===== config.mk =====
export PLATFORM = sky130hd
export DESIGN_NAME = chunked_adder
export DESIGN_NICKNAME = d
export VERILOG_FILES = /design/src/rtl/chunked_adder.sv
export SDC_FILE = /design/constraint.sdc
export NUM_CORES = 1
export LEC_CHECK = 0
export ABC_AREA = 1
export BUFFER_PORTS_ARGS = -buffer_cell sky130_fd_sc_hd__buf_2
export CAP_MARGIN = 20
export CORE_UTILIZATION = 40
export CTS_BUF_LIST = sky130_fd_sc_hd__clkbuf_8
export CTS_CLUSTER_SIZE = 28
export DETAILED_ROUTE_END_ITERATION = 8
export PLACE_DENSITY = 0.65
export SYNTH_ARGS = -nofsm -noshare
export SYNTH_HDL_FRONTEND = slang
export SYNTH_SLANG_ARGS = --single-unit

===== constraint.sdc =====
create_clock -name clk -period 3.1 [get_ports clk]
set_input_delay 0.62 -clock clk [delete_from_list [all_inputs] [get_ports clk]]
set_output_delay 0.62 -clock clk [all_outputs]
set_load 0.02 [all_outputs]

===== src/rtl/chunked_adder.sv =====
// Multi-cycle ripple adder/subtractor: one CHUNK-bit slice per clock, carry rippled between cycles,
// with valid/ready handshakes on operand input and result output.
module chunked_adder #(
    parameter int unsigned WIDTH = 32,
    parameter int unsigned CHUNK = 4
) (
    input  logic             clk,
    input  logic             rst_n,
    input  logic             in_valid,
    output logic             in_ready,
    input  logic [WIDTH-1:0] x,
    input  logic [WIDTH-1:0] y,
    input  logic             c_in,
    input  logic             sub,
    output logic             out_valid,
    input  logic             out_ready,
    output logic [WIDTH-1:0] s,
    output logic             c_out,
    output logic             overflow
);
    localparam int unsigned N = WIDTH / CHUNK;
    localparam int unsigned IdxW = (N > 1) ? $clog2(N) : 1;
    localparam logic [IdxW-1:0] LastIdx = IdxW'(N - 1);

    if (WIDTH % CHUNK != 0) begin : g_bad_chunk
        $error("chunked_adder: CHUNK must divide WIDTH exactly");
    end

    typedef enum logic [1:0] {StIdle, StBusy, StDone} state_e;

    state_e           state_q, state_d;
    logic [WIDTH-1:0] xa_q, xa_d;
    logic [WIDTH-1:0] yb_q, yb_d;
    logic [WIDTH-1:0] s_q, s_d;
    logic             carry_q, carry_d;
    logic             c_out_q, c_out_d;
    logic             ovf_q, ovf_d;
    logic [IdxW-1:0]  idx_q, idx_d;
    logic [CHUNK:0]   slice_sum;

    // One slice of the ripple chain; the carry between slices lives in carry_q.
    always_comb begin
        slice_sum = {1'b0, xa_q[idx_q*CHUNK +: CHUNK]}
                  + {1'b0, yb_q[idx_q*CHUNK +: CHUNK]}
                  + {{CHUNK{1'b0}}, carry_q};
    end

    always_comb begin
        state_d = state_q;
        xa_d    = xa_q;
        yb_d    = yb_q;
        s_d     = s_q;
        carry_d = carry_q;
        c_out_d = c_out_q;
        ovf_d   = ovf_q;
        idx_d   = idx_q;
        case (state_q)
            StIdle: begin
                if (in_valid) begin
                    // Subtraction as x + ~y + ~c_in, so carry-out 1 means no borrow.
                    xa_d    = x;
                    yb_d    = sub ? ~y : y;
                    carry_d = sub ^ c_in;
                    s_d     = '0;
                    c_out_d = 1'b0;
                    ovf_d   = 1'b0;
                    idx_d   = '0;
                    state_d = StBusy;
                end
            end
            StBusy: begin
                s_d[idx_q*CHUNK +: CHUNK] = slice_sum[CHUNK-1:0];
                carry_d = slice_sum[CHUNK];
                if (idx_q == LastIdx) begin
                    c_out_d = slice_sum[CHUNK];
                    ovf_d   = (xa_q[WIDTH-1] == yb_q[WIDTH-1]) &&
                              (slice_sum[CHUNK-1] != xa_q[WIDTH-1]);
                    state_d = StDone;
                end else begin
                    idx_d = idx_q + 1'b1;
                end
            end
            StDone: begin
                if (out_ready) begin
                    state_d = StIdle;
                end
            end
            default: state_d = StIdle;
        endcase
    end

    always_ff @(posedge clk or negedge rst_n) begin
        if (!rst_n) begin
            state_q <= StIdle;
            xa_q    <= '0;
            yb_q    <= '0;
            s_q     <= '0;
            carry_q <= 1'b0;
            c_out_q <= 1'b0;
            ovf_q   <= 1'b0;
            idx_q   <= '0;
        end else begin
            state_q <= state_d;
            xa_q    <= xa_d;
            yb_q    <= yb_d;
            s_q     <= s_d;
            carry_q <= carry_d;
            c_out_q <= c_out_d;
            ovf_q   <= ovf_d;
            idx_q   <= idx_d;
        end
    end

    assign in_ready  = (state_q == StIdle);
    assign out_valid = (state_q == StDone);
    assign s         = s_q;
    assign c_out     = c_out_q;
    assign overflow  = ovf_q;

endmodule

Word level (Yosys, flattened, before mapping). Cells that the tools add are included. Widths: inputs -> output; s select.

Register bits after elaboration: 104. Logic and storage cells: 53. Output and inout bits: 36.

Muxes and demuxes: 18. Shift operators: 4. Bitwise gates (word level): 2. Eq/ne operators: 9. $add $sub $neg: 4. Reduce and logical (&&, ||, !) cells: 8.

Operators by type and width (count): $mux 32 (2); $pmux 32 s2 (1); $shiftx 32x6->4 (2); $neg 5->34 (1); $shift 4x34->32 const A (1); $shiftx 4x34->32 (1); $bwmux 32 (1); $not 32->32 (1); $reduce_and 3->1 (3); $mux 2 (3); $mux 3 (2); $ne 2x2->1 const B (3); $pmux 1 s2 (3); $pmux 2 s3 (1); $pmux 3 s2 (1); $add 4x4->5 (1); $add 5x1->5 (1); $mux 1 (4); $reduce_and 2->1 (2); $add 3x1->3 const B (1); $eq 3x3->1 const B (1); $eq 2x1->1 const B (1); $eq 2x2->1 const B (1); $logic_not 2->1 (1); 6 further kinds (6).

Longest topological paths before layout.
Word-level depth: 7. Depth in mapped cells: 16.

Worst setup path after synthesis. Ideal clock, no wire load.

Path kind: register to register. From: reg idx_q[0]. To: reg s_q[22], in the netlist s[22]. Data arrival time: 2.460 ns. Clock period less this slack: 2.536 ns. Library setup time: 0.076 ns. Cell stages (with the launch flop): 16. Path buffers: 2. Slack: 0.564 ns. Data required time: 3.024 ns. Path through: dfrtp_1 -> inv_2 -> buf_4 -> buf_2 -> nor2_1 -> o22ai_1 -> nand2_1 -> nand2_1 -> fa_1 -> inv_1 -> fa_1 -> xnor2_1 -> inv_1 -> nor3_1 -> nand2_1 -> o21ai_1.

Word-level cells in the longest chain between the ends: 6. Elaborated cells on any way between the ends: 9. Classes of those cells: add/sub: 3; shift: 4; mux: 2.

RTL lines: start, declared (line 38) `logic [IdxW-1:0] idx_q, idx_d;`; start signal, assigned (line 110) `idx_q <= idx_d;`; $shiftx 32x6->4 (on tied branches) (line 43, 44); $add 4x4->5 (line 44) `+ {1'b0, yb_q[idx_q*CHUNK +: CHUNK]}`; $add 5x1->5 (line 45) `+ {{CHUNK{1'b0}}, carry_q};`; $shiftx 4x34->32 (line 72) `s_d[idx_q*CHUNK +: CHUNK] = slice_sum[CHUNK-1:0];`; $bwmux 32 (*) (line 72); $pmux 32 s2 (*) (line 57) `case (state_q)`; end signal, assigned (line 97) `s_q <= '0;`; end signal, assigned (line 106) `s_q <= s_d;`; end, declared (line 34) `logic [WIDTH-1:0] s_q, s_d;`.

Mark *: on every way between the ends. The rest lies on a longest branch, timed or not. A chain may end at the register's enable or synchronous reset.

Final worst setup path.
From: reg idx_q[1]. To: reg s_q[30], in the netlist s[30].

Same word-level chain as after synthesis.

==> flow_metrics.env <==
export IMPL_status="completed"
export IMPL_synth_area_top_cells="dfrtp_1 50%, nand2_1 13%, o21ai_0 7.0%"
export IMPL_root_buffer="clkbuf_8"
export IMPL_synth_ff_type="dfrtp_1"
export IMPL_grt_total_usage_pct=19.1
export IMPL_yosys_register_bits=104
export IMPL_pin_count=106
export IMPL_ys_warn_count=0
export IMPL_cts_hold_buf=0
export IMPL_fp_row_count=41
export IMPL_critPathKind="reg -> reg"
export IMPL_synth_edff_count=0
export IMPL_p_seq_share_pct=35.9
export IMPL_grt_use_met3_pct=3.87
export IMPL_cts_tree="done"
export IMPL_cts_buffers=9
export IMPL_use_met1_pct=26.3
export IMPL_r2r_slack_ps=440
export IMPL_synthAdderAreaFrac_pct=3.19
export IMPL_finalCritPeriodShare_pct=86.0
export IMPL_combPwrFrac_pct=52.9
export IMPL_final_core_util_pct=47.9
export IMPL_die_w_microns=116
export IMPL_p_int_mw=3.48
export IMPL_rsz0062_at_grt="false"
export IMPL_drt_iter0_drc=275
export IMPL_syn_instance_count=620
export IMPL_synth_compound_area_share_pct=12.0
export IMPL_clkPwrFrac_pct=11.2
export IMPL_cts_setup_buffers=0
export IMPL_async_reset_ff_share_pct=100
export IMPL_power_mw=6.60
export IMPL_clk_latency_ps=380
export IMPL_critical_path_required_ps=3400
export IMPL_worst_pin_slew_ps=668
export IMPL_clock_sinks=104
export IMPL_synth_xor_area_share_pct=5.74
export IMPL_r2r_start="idx_q[1]"
export IMPL_p_sw_mw=3.12
export IMPL_vias=4436
export IMPL_vdd_drop_max_mv=0.382
export IMPL_synth_seq_area_share_pct=50.2
export IMPL_drive_above_1_share_pct=21.7
export IMPL_yosys_area_share_simple_pct=23.4
export IMPL_synth_top_family_by_area="simple AND/OR/NAND/NOR gates"
export IMPL_grt_pass1_wl_microns=20000
export IMPL_syn_area_sq_mm=0.00518
export IMPL_start_util_pct=41.1
export IMPL_r2r_end="s[30]"
export IMPL_synth_top_area_cell="dfrtp_1"
export IMPL_final_min_clock_period_ps=2660
export IMPL_syn_avg_cell_area_sq_um=8.36
export IMPL_max_slew_margin_rel_pct=55.5
export IMPL_io_buffers=105
export IMPL_dp_final_hpwl_microns=9070
export IMPL_path_clk_slew_ps=100
export IMPL_yosys_area_top_type_share_pct=50.2
export IMPL_grt_overflow=0
export IMPL_ys_types=31
export IMPL_wl_per_cell_microns=13.6
export IMPL_grt_max_degree=67
export IMPL_cp_endpoint="s[30]"
export IMPL_clock_fmax_mhz=375
export IMPL_gp_routability_congestion=0.867
export IMPL_leakage_nw=3.13
export IMPL_ctsLongestPathBuffers=2
export IMPL_end_kind="flip-flop"
export IMPL_setup_violations=0
export IMPL_hp_class="in -> async"
export IMPL_die_h_microns=116
export IMPL_grt_pass1_vias=4178
export IMPL_core_sq_mm=0.0126
export IMPL_ant_nets=0
export IMPL_final_setup_tns_ps=0
export IMPL_diodes=0
export IMPL_area_growth_pct=16.6
export IMPL_critPathLaunch="idx_q[1]"
export IMPL_skew_ps=9.93
export IMPL_grt_busiest_layer="met2"
export IMPL_drc=0
export IMPL_powerDensity_mw_per_mm2=1090
export IMPL_maxCapViolCount=0
export IMPL_final_nets=796
export IMPL_via_per_inst=4.98
export IMPL_dr_pass1_iters=5
export IMPL_htreeDepth=3
export IMPL_r2r_cells=13
export IMPL_synth_fp_nets=702
export IMPL_path_max_fanout=20
export IMPL_wl_microns=12100
export IMPL_dieArea_sq_mm=0.0134
export IMPL_hold_viol=0
export IMPL_critPathLaunchType="flip-flop"
export IMPL_finalMaxSlewViolations=0
export IMPL_critPathArrivalTime_ps=2970
export IMPL_use_met2_pct=30.2
export IMPL_switching_share_pct=47.3
export IMPL_antenna_found_initial=0
export IMPL_muxShareOfSynthArea_pct=0
-- Yosys cell counts (2+ instances only) --
cell,instances
a21o_1,3
a21oi_1,6
buf_1,2
buf_2,21
buf_4,2
clkbuf_1,7
dfrtp_1,104
fa_1,2
ha_1,10
inv_1,21
inv_2,11
nand2_1,177
nand2_2,6
nand3_1,40
nand4_1,5
nand4_2,2
nor2_1,45
nor2_2,2
nor3_1,4
nor3_2,2
o21ai_0,72
o21ai_1,23
o22ai_1,13
xnor2_1,33
-- layout make-up --
class | instances | area, sq um
clock buffer | 9 | 124
clock inverter | 7 | 42.5
fill | 1245 | 6580
inverter | 33 | 126
multi-input combinational | 451 | 2310
sequential | 104 | 2600
tap | 172 | 215
timing repair buffer | 115 | 619
-- layer usage --
| metal | vias to the layer above | wire length (microns) |
|---|---|---|
| li1 | 2203 | - |
| met1 | 2081 | 5640 |
| met2 | 132 | 5530 |
| met3 | 20 | 678 |
| met4 | 0 | 259 |
| met5 | - | 0 |
-- stage by stage --
stage          hold WS [ps]  cells  cell area (sq um)  worst slack (ps)
4_1_cts                 264    891               6030               320
3_5_place_dp            458    875               5870               360
6_report                262    891               6040               435
3_3_place_gp            466    875               5870               468
2_1_floorplan           324    620               5180               564
5_1_grt                 301    891               6040              73.9
-- worst min path at each step --
stage               startpoint  endpoint  cells after the start
floorplan                rst_n     c_out                      0
global placement         s[31]     s[31]                      2
detailed placement       s[17]     s[17]                      2
CTS                      rst_n   xa_q[2]                      1
global route             rst_n   xa_q[1]                      1
finish                   rst_n   xa_q[2]                      1
-- flip-flops by register name (all words and copies together) (netlist names) --
| signal | count |
|---|---|
| yb_q | 32 |
| state_q | 2 |
| c_out | 1 |
| overflow | 1 |
| idx_q | 3 |
| s | 32 |
| carry_q | 1 |
| xa_q | 32 |
-- what timing repair did --
action	4_1_cts	5_1_grt
endpoints found under the hold margin	0	0
endpoints found under the setup margin	0	4
gates resized for setup	0	2
-- layout by cell type (no fill, tap or decap), types with 5 or more instances in the layout --
cell type  netlist  final
o21ai_0         72     72
buf_2           21    104
nand4_1          5      5
nor2_1          45     45
ha_1            10     10
nand2_2          6      5
dfrtp_1        104    104
clkbuf_8         0      9
xnor2_1         33     32
o21ai_1         23     23
buf_4            2      9
nand3_1         40     40
nand2_1        177    177
o22ai_1         13     13
inv_2           11     11
a21oi_1          6      6
inv_1           21     24
-- power by group through the flow --
stage / logic, mW / clock network, mW / registers, mW
floorplan: 2.35 / 0 / 2.47
global route: 3.99 / 0.808 / 2.43
CTS: 3.48 / 0.768 / 2.36
finish: 3.49 / 0.741 / 2.37
detailed placement: 3.46 / 0 / 2.38
global placement: 3.38 / 0 / 2.39
-- logic make-up after synthesis --
| family | count (synthesis) |
|---|---|
| flip-flops | 104 |
| buffers and inverters | 65 |
| XOR/XNOR | 34 |
| AO/OA/AOI/OAI | 119 |
| adder cells (fa/ha/maj) | 12 |
| AND/OR/NAND/NOR | 286 |
-- worst max-delay path, stage by stage (launching register included) --
cell     delay (ps)
dfrtp_1         400
inv_2           280
o21ai_0         170
o22ai_1         130
nand2_1          60
nand2_1         120
fa_1            200
inv_1            60
fa_1            420
xnor2_2         230
inv_1            80
nor3_1          200
nand2_1         110
o21ai_1         130
No activity file was read; power rests on OpenSTA's default activity.
